===== src/rtl/mem_access_unit_if.sv =====
// Pipeline request/response and word-wide data memory port bundle.
// slave = the access unit; master = pipeline plus memory side.
interface mem_access_unit_if;
  logic        req_valid;
  logic        req_ready;
  logic [2:0]  req_op;
  logic [31:0] req_addr;
  logic [31:0] req_wdata;
  logic        resp_valid;
  logic [31:0] resp_rdata;
  logic [1:0]  resp_err;
  logic [31:0] address;
  logic [31:0] writeData;
  logic        memRead;
  logic        memWrite;
  logic [31:0] readData;
  logic        memStall;

  modport slave (
    input  req_valid,
    input  req_op,
    input  req_addr,
    input  req_wdata,
    input  readData,
    input  memStall,
    output req_ready,
    output resp_valid,
    output resp_rdata,
    output resp_err,
    output address,
    output writeData,
    output memRead,
    output memWrite
  );

  modport master (
    output req_valid,
    output req_op,
    output req_addr,
    output req_wdata,
    output readData,
    output memStall,
    input  req_ready,
    input  resp_valid,
    input  resp_rdata,
    input  resp_err,
    input  address,
    input  writeData,
    input  memRead,
    input  memWrite
  );
endinterface


===== src/rtl/mem_access_unit.sv =====
// MIPS load/store initiator for a word-only data memory port.
// Big-endian lanes; sub-word stores done as read-modify-write.
module mem_access_unit #(
  parameter int unsigned TIMEOUT = 1024
) (
  input logic              clk,
  input logic              rst,
  mem_access_unit_if.slave bus
);
  typedef enum logic [2:0] {
    S_IDLE,
    S_RD,
    S_WR,
    S_RMW_RD,
    S_RMW_WR,
    S_RESP
  } state_t;

  localparam logic [2:0] OP_LW  = 3'd0;
  localparam logic [2:0] OP_LH  = 3'd1;
  localparam logic [2:0] OP_LHU = 3'd2;
  localparam logic [2:0] OP_LB  = 3'd3;
  localparam logic [2:0] OP_LBU = 3'd4;
  localparam logic [2:0] OP_SW  = 3'd5;
  localparam logic [2:0] OP_SH  = 3'd6;

  state_t      state_q;
  logic [2:0]  op_q;
  logic [1:0]  off_q;
  logic [29:0] wadr_q;
  logic [31:0] wdata_q;
  logic [31:0] cnt_q;
  logic        rd_q;
  logic        wr_q;
  logic [31:0] wd_q;
  logic        ready_q;
  logic        rvalid_q;
  logic [31:0] rdata_q;
  logic [1:0]  err_q;

  logic        mis_d;
  logic        is_ld_d;
  logic        done_d;
  logic        abort_d;
  logic [31:0] ld_d;
  logic [31:0] mrg_d;
  logic [31:0] shl;
  logic [31:0] mask;
  logic [31:0] lane;

  always_comb begin
    mis_d = 1'b0;
    unique case (bus.req_op)
      OP_LW, OP_SW:         mis_d = bus.req_addr[1:0] != 2'b00;
      OP_LH, OP_LHU, OP_SH: mis_d = bus.req_addr[0];
      default:              mis_d = 1'b0;
    endcase
    is_ld_d = bus.req_op <= OP_LBU;
  end

  // Shifting left puts the addressed big-endian lane at the top.
  always_comb begin
    shl = bus.readData << {off_q, 3'b000};
    unique case (op_q)
      OP_LH:   ld_d = {{16{shl[31]}}, shl[31:16]};
      OP_LHU:  ld_d = {16'h0, shl[31:16]};
      OP_LB:   ld_d = {{24{shl[31]}}, shl[31:24]};
      OP_LBU:  ld_d = {24'h0, shl[31:24]};
      default: ld_d = bus.readData;
    endcase
    if (op_q == OP_SH) begin
      mask = 32'hFFFF_0000 >> {off_q, 3'b000};
      lane = {wdata_q[15:0], 16'h0} >> {off_q, 3'b000};
    end else begin
      mask = 32'hFF00_0000 >> {off_q, 3'b000};
      lane = {wdata_q[7:0], 24'h0} >> {off_q, 3'b000};
    end
    mrg_d = (bus.readData & ~mask) | lane;
  end

  assign done_d  = ~bus.memStall;
  assign abort_d = (TIMEOUT != 0) && bus.memStall
                && (cnt_q == 32'(TIMEOUT - 1));

  always_ff @(posedge clk or posedge rst) begin
    if (rst) begin
      state_q  <= S_IDLE;
      op_q     <= 3'd0;
      off_q    <= 2'd0;
      wadr_q   <= 30'd0;
      wdata_q  <= 32'd0;
      cnt_q    <= 32'd0;
      rd_q     <= 1'b0;
      wr_q     <= 1'b0;
      wd_q     <= 32'd0;
      ready_q  <= 1'b1;
      rvalid_q <= 1'b0;
      rdata_q  <= 32'd0;
      err_q    <= 2'd0;
    end else begin
      unique case (state_q)
        S_IDLE: begin
          if (bus.req_valid) begin
            op_q    <= bus.req_op;
            off_q   <= bus.req_addr[1:0];
            wadr_q  <= bus.req_addr[31:2];
            wdata_q <= bus.req_wdata;
            cnt_q   <= 32'd0;
            ready_q <= 1'b0;
            unique case (1'b1)
              mis_d: begin
                err_q    <= 2'b01;
                rvalid_q <= 1'b1;
                state_q  <= S_RESP;
              end
              (!mis_d && is_ld_d): begin
                rd_q    <= 1'b1;
                state_q <= S_RD;
              end
              (!mis_d && bus.req_op == OP_SW): begin
                wr_q    <= 1'b1;
                wd_q    <= bus.req_wdata;
                state_q <= S_WR;
              end
              default: begin
                rd_q    <= 1'b1;
                state_q <= S_RMW_RD;
              end
            endcase
          end
        end
        S_RESP: begin
          rvalid_q <= 1'b0;
          rdata_q  <= 32'd0;
          err_q    <= 2'd0;
          ready_q  <= 1'b1;
          state_q  <= S_IDLE;
        end
        default: begin
          if (!done_d) begin
            cnt_q <= cnt_q + 32'd1;
            if (abort_d) begin
              rd_q     <= 1'b0;
              wr_q     <= 1'b0;
              err_q    <= 2'b10;
              rvalid_q <= 1'b1;
              state_q  <= S_RESP;
            end
          end else begin
            unique case (state_q)
              S_RD: begin
                rd_q     <= 1'b0;
                rdata_q  <= ld_d;
                rvalid_q <= 1'b1;
                state_q  <= S_RESP;
              end
              S_RMW_RD: begin
                rd_q    <= 1'b0;
                wr_q    <= 1'b1;
                wd_q    <= mrg_d;
                cnt_q   <= 32'd0;
                state_q <= S_RMW_WR;
              end
              default: begin
                wr_q     <= 1'b0;
                rvalid_q <= 1'b1;
                state_q  <= S_RESP;
              end
            endcase
          end
        end
      endcase
    end
  end

  assign bus.req_ready  = ready_q;
  assign bus.resp_valid = rvalid_q;
  assign bus.resp_rdata = rdata_q;
  assign bus.resp_err   = err_q;
  assign bus.address    = {wadr_q, 2'b00};
  assign bus.writeData  = wd_q;
  assign bus.memRead    = rd_q;
  assign bus.memWrite   = wr_q;
endmodule

===== src/flat_wrapper.sv =====
// flat-port wrapper written by rule: the top's interface ports become plain ports
module mem_access_unit_flat 
#(
  parameter int unsigned TIMEOUT = 1024
)
  (clk, rst, bus_req_valid, bus_req_op, bus_req_addr, bus_req_wdata, bus_readData, bus_memStall, bus_req_ready, bus_resp_valid, bus_resp_rdata, bus_resp_err, bus_address, bus_writeData, bus_memRead, bus_memWrite);
  mem_access_unit_if bus_i ();
  input logic clk;
  input logic rst;
  input wire logic [$bits(bus_i.req_valid)-1:0] bus_req_valid;
  input wire logic [$bits(bus_i.req_op)-1:0] bus_req_op;
  input wire logic [$bits(bus_i.req_addr)-1:0] bus_req_addr;
  input wire logic [$bits(bus_i.req_wdata)-1:0] bus_req_wdata;
  input wire logic [$bits(bus_i.readData)-1:0] bus_readData;
  input wire logic [$bits(bus_i.memStall)-1:0] bus_memStall;
  output wire logic [$bits(bus_i.req_ready)-1:0] bus_req_ready;
  output wire logic [$bits(bus_i.resp_valid)-1:0] bus_resp_valid;
  output wire logic [$bits(bus_i.resp_rdata)-1:0] bus_resp_rdata;
  output wire logic [$bits(bus_i.resp_err)-1:0] bus_resp_err;
  output wire logic [$bits(bus_i.address)-1:0] bus_address;
  output wire logic [$bits(bus_i.writeData)-1:0] bus_writeData;
  output wire logic [$bits(bus_i.memRead)-1:0] bus_memRead;
  output wire logic [$bits(bus_i.memWrite)-1:0] bus_memWrite;
  assign bus_i.req_valid = bus_req_valid;
  assign bus_i.req_op = bus_req_op;
  assign bus_i.req_addr = bus_req_addr;
  assign bus_i.req_wdata = bus_req_wdata;
  assign bus_i.readData = bus_readData;
  assign bus_i.memStall = bus_memStall;
  assign bus_req_ready = bus_i.req_ready;
  assign bus_resp_valid = bus_i.resp_valid;
  assign bus_resp_rdata = bus_i.resp_rdata;
  assign bus_resp_err = bus_i.resp_err;
  assign bus_address = bus_i.address;
  assign bus_writeData = bus_i.writeData;
  assign bus_memRead = bus_i.memRead;
  assign bus_memWrite = bus_i.memWrite;
  mem_access_unit #(.TIMEOUT(TIMEOUT)) u_core (.clk(clk), .rst(rst), .bus(bus_i));
endmodule

===== config.mk =====
export PLATFORM = sky130hd
export DESIGN_NAME = mem_access_unit_flat
export DESIGN_NICKNAME = d
export VERILOG_FILES = /design/src/rtl/mem_access_unit_if.sv /design/src/rtl/mem_access_unit.sv /design/src/flat_wrapper.sv
export SDC_FILE = /design/constraint.sdc
export NUM_CORES = 1
export LEC_CHECK = 0
export CAP_MARGIN = 0
export CORE_UTILIZATION = 49
export CTS_BUF_LIST = sky130_fd_sc_hd__clkbuf_16
export DETAILED_ROUTE_END_ITERATION = 8
export PLACE_DENSITY = 0.82
export SYNTH_ARGS = -nofsm -noshare
export SYNTH_HDL_FRONTEND = slang
export SYNTH_SLANG_ARGS = --single-unit

===== constraint.sdc =====
create_clock -name clk -period 5.25 [get_ports clk]
set_clock_uncertainty 0.15 [all_clocks]
set_input_delay 0.525 -clock clk [delete_from_list [all_inputs] [get_ports clk]]
set_output_delay 0.525 -clock clk [all_outputs]
set_load 0.02 [all_outputs]

==> results.py <==
metrics = {
    "status": {
        "outcome": "complete, no violations",
    },
    "critical_path": {
        "crit_type": "register to register",
        "r2r_end": "u_core.bus.writeData[15]",
        "r2r_slack_ns": 2.29,
        "crit_chain": "nand3b_1 > nor2_2 > mux2_2 > a21oi_1 > o21ai_0",
        "worstRegToRegCells": 5,
        "critPathBufInv": 0,
        "crit_slowest_cell": "dfrtp_1",
        "critPathTopFamily": "simple AND/OR/NAND/NOR gates",
        "slowest_delay_ns": 0.77,
        "r2r-start": "u_core.op_q[1]",
        "critical_path_required_ns": 5.41,
        "crit_path_end_kind": "register",
        "start_kind": "register",
        "crit_fanout": 17,
        "crit_arrival_ns": 3.12,
    },
    "clocking": {
        "cts_tree": "yes",
        "cts.sinks": 156,
        "clk_path_buf_depth": 2,
        "clkSlewWorstSetupHoldPaths_ns": 0.07,
        "cts_setup_buffers": 0,
        "cts_root_buf": "clkbuf_16",
        "cts_hold_repair.buffers": 0,
        "htree_num_levels": 4,
        "ctsResizeCount": 0,
        "cts-buffers-inserted": 17,
        "worstSkewPairLatency_ns": 0.43,
    },
    "placed_design": {
        "routabilityCongestion": 0.928,
        "hpwlAfterDp_um": 18000,
        "io_buffers": 202,
        "placedInstanceArea_mm2": 0.0103,
    },
    "logic_synthesis": {
        "synth_ff_type": "dfrtp_1",
        "synth_top_area_share_pct": 47.6,
        "synth.area.top_cells": "dfrtp_1 48%, nand2_1 9.5%, o21ai_0 4.7%",
        "yosys_warnings": 0,
        "yosys_register_bits": 156,
        "syn_area_mm2": 0.00815,
        "synth_edf_count": 0,
        "syn_avg_cell_area_um2": 8.79,
        "synth_top_cell_by_area": "dfrtp_1",
        "ys_seq_area_share_pct": 47.9,
        "yosysUniqueCellTypes": 64,
        "synth_cells": 928,
        "ys_async_sr_fraction_pct": 100,
    },
    "global_routing": {
        "grt_usage_pct": 31.2,
        "grt_max_degree": 78,
        "antenna_found_initial": 0,
        "grt_pass1_vias": 7583,
        "grt_pass1_wl_um": 40400,
        "grt-ovfl-total": 0,
    },
    "floorplanning": {
        "dieArea_mm2": 0.0172,
        "placementRows": 46,
        "start_util_pct": 50.8,
        "pin_count": 205,
        "die_y_um": 131,
        "core_area_mm2": 0.0161,
        "die_width_um": 131,
    },
    "route": {
        "wl_per_cell_um": 19.3,
        "finalWirelength_um": 25600,
        "drt_first_pass_iters": 5,
        "vias": 8083,
        "first_iter_violations": 967,
        "viasPerCell": 6.09,
        "drc": 0,
        "ant_nets": 0,
    },
    "timing": {
        "setup_viol": 0,
        "worst_pin_slew_ns": 1.21,
        "rsz0062_at_grt": "false",
        "min_period_over_period_pct": 56.4,
        "min_period_ns": 2.96,
        "whs_ns": 0.321,
        "tns_ns": 0,
        "slew_headroom_pct": 18.8,
        "finalHoldViolCount": 0,
        "drv_slew": 0,
        "fmax_ghz": 0.338,
    },
    "power": {
        "swShare_pct": 42.7,
        "p_leak_nw": 4.63,
        "intPower_mw": 3.50,
        "powerDensity_mw_per_mm2": 561,
        "seq_power_share_pct": 32.7,
        "power.switching_mw": 2.60,
        "p_comb_share_pct": 47.0,
        "peakVddDrop_uv": 352,
        "clkPwrFrac_pct": 20.3,
    },
    "hold_path": {
        "worst_hold_startpoint": "u_core.wadr_q[0]",
        "min_path_type": "register to register",
        "whs_path_depth": 2,
        "holdPathEnd": "u_core.wadr_q[0]",
    },
    "layout": {
        "area_delta_synth_final_pct": 33.3,
        "layout.nets": 1202,
        "stdcell_area_mm2": 0.0109,
        "mostFrequentLayoutCell": "nand2_1",
        "layout_common_cells": "207 x nand2_1, 202 x clkdlybuf4s50_1, 154 x dfrtp_1",
        "num_antenna_cells": 0,
        "drive_gt1_share_pct": 6.66,
    },
    "job": {
        "maxCapViolations": 0,
    },
}
power by group through the flow:
stage / combinational [mW] / clock (mW) / sequential, mW
6_report: 2.86 / 1.24 / 1.99
5_1_grt: 3.10 / 1.30 / 2.05
4_1_cts: 2.84 / 1.25 / 1.98
3_5_place_dp: 2.82 / 0 / 1.99
3_3_place_gp: 2.76 / 0 / 1.99
2_1_floorplan: 1.48 / 0 / 2.18
cell usage after synthesis (14+ instances only):
library cell / instances
o21ai_0: 76
a21oi_1: 46
inv_1: 21
o221ai_1: 18
dfrtp_1: 155
nand3_1: 14
nor2_1: 85
a22oi_1: 26
buf_2: 14
nand2_1: 207
clkbuf_1: 44
or3_1: 19
worst reg2reg max path, stage by stage, from the launching register on:
cell	delay, ns
dfrtp_1	0.77
nand3b_1	0.65
nor2_2	0.61
mux2_2	0.40
a21oi_1	0.16
o21ai_0	0.11
cell families (layout without fill, tap and decap cells):
logic type / Yosys count / in the layout / share of synthesized area, %
AO/OA/AOI/OAI: 259 / 259 / 20.8
XOR/XNOR: 14 / 14 / 1.50
adder cells (fa/ha/maj): 2 / 2 / 0.276
buffers and inverters: 85 / 267 / 4.28
flip-flops: 156 / 156 / 47.9
multiplexers: 28 / 28 / 4.77
other: 1 / 2 / 0.0460
AND/OR/NAND/NOR: 383 / 383 / 20.4
metal layers:
metal | track usage [%] | vias to the layer above | part of all wire (%)
li1 | - | 3652 | -
met1 | 40.5 | 3840 | 40
met2 | 48.1 | 506 | 45
met3 | 9.65 | 85 | 11
met4 | 14.3 | 0 | 3.8
met5 | 0 | - | 0
metrics by stage:
| step | setup slack, ns | instances | utilization [%] | total power [mW] |
|---|---|---|---|---|
| 2_1_floorplan | 0.370 | 929 | - | 3.67 |
| 4_1_cts | 2.32 | 1327 | 67.7 | 6.07 |
| 6_report | 2.29 | 1327 | 67.7 | 6.10 |
| 3_3_place_gp | 1.98 | 1295 | 64.0 | 4.74 |
| 3_5_place_dp | 1.88 | 1295 | 64.0 | 4.81 |
| 5_1_grt | 2.11 | 1327 | 67.7 | 6.44 |
layout make-up:
cell class | count | area [um2]
fill | 1272 | 5190
multi-input combinational | 688 | 3910
sequential | 156 | 3910
timing repair buffer | 213 | 2100
clock buffer | 17 | 425
tap | 216 | 270
clock inverter | 15 | 166
inverter | 22 | 87.6
worst max path at each step:
stage,from,endpoint,slack [ns],cells after the start
global route,u_core.op_q[1],u_core.bus.writeData[15],2.11,5
CTS,u_core.op_q[1],u_core.bus.writeData[15],2.32,5
global placement,bus_req_valid,u_core.bus.writeData[15],1.98,6
detailed placement,bus_req_valid,u_core.bus.writeData[15],1.88,6
floorplan,rst,u_core.bus.memRead,0.37,1
finish,u_core.op_q[1],u_core.bus.writeData[15],2.29,5
sequential cells by signal, summed over array words and instances, names as in the netlist, 2 cells and up:
name / count
u_core.off_q: 2
u_core.bus.resp_err: 2
u_core.cnt_q: 32
u_core.bus.resp_rdata: 32
u_core.wadr_q: 30
u_core.op_q: 3
u_core.state_q: 3
u_core.wdata_q: 16
u_core.bus.writeData: 32
(Power assumes the default switching activity.)
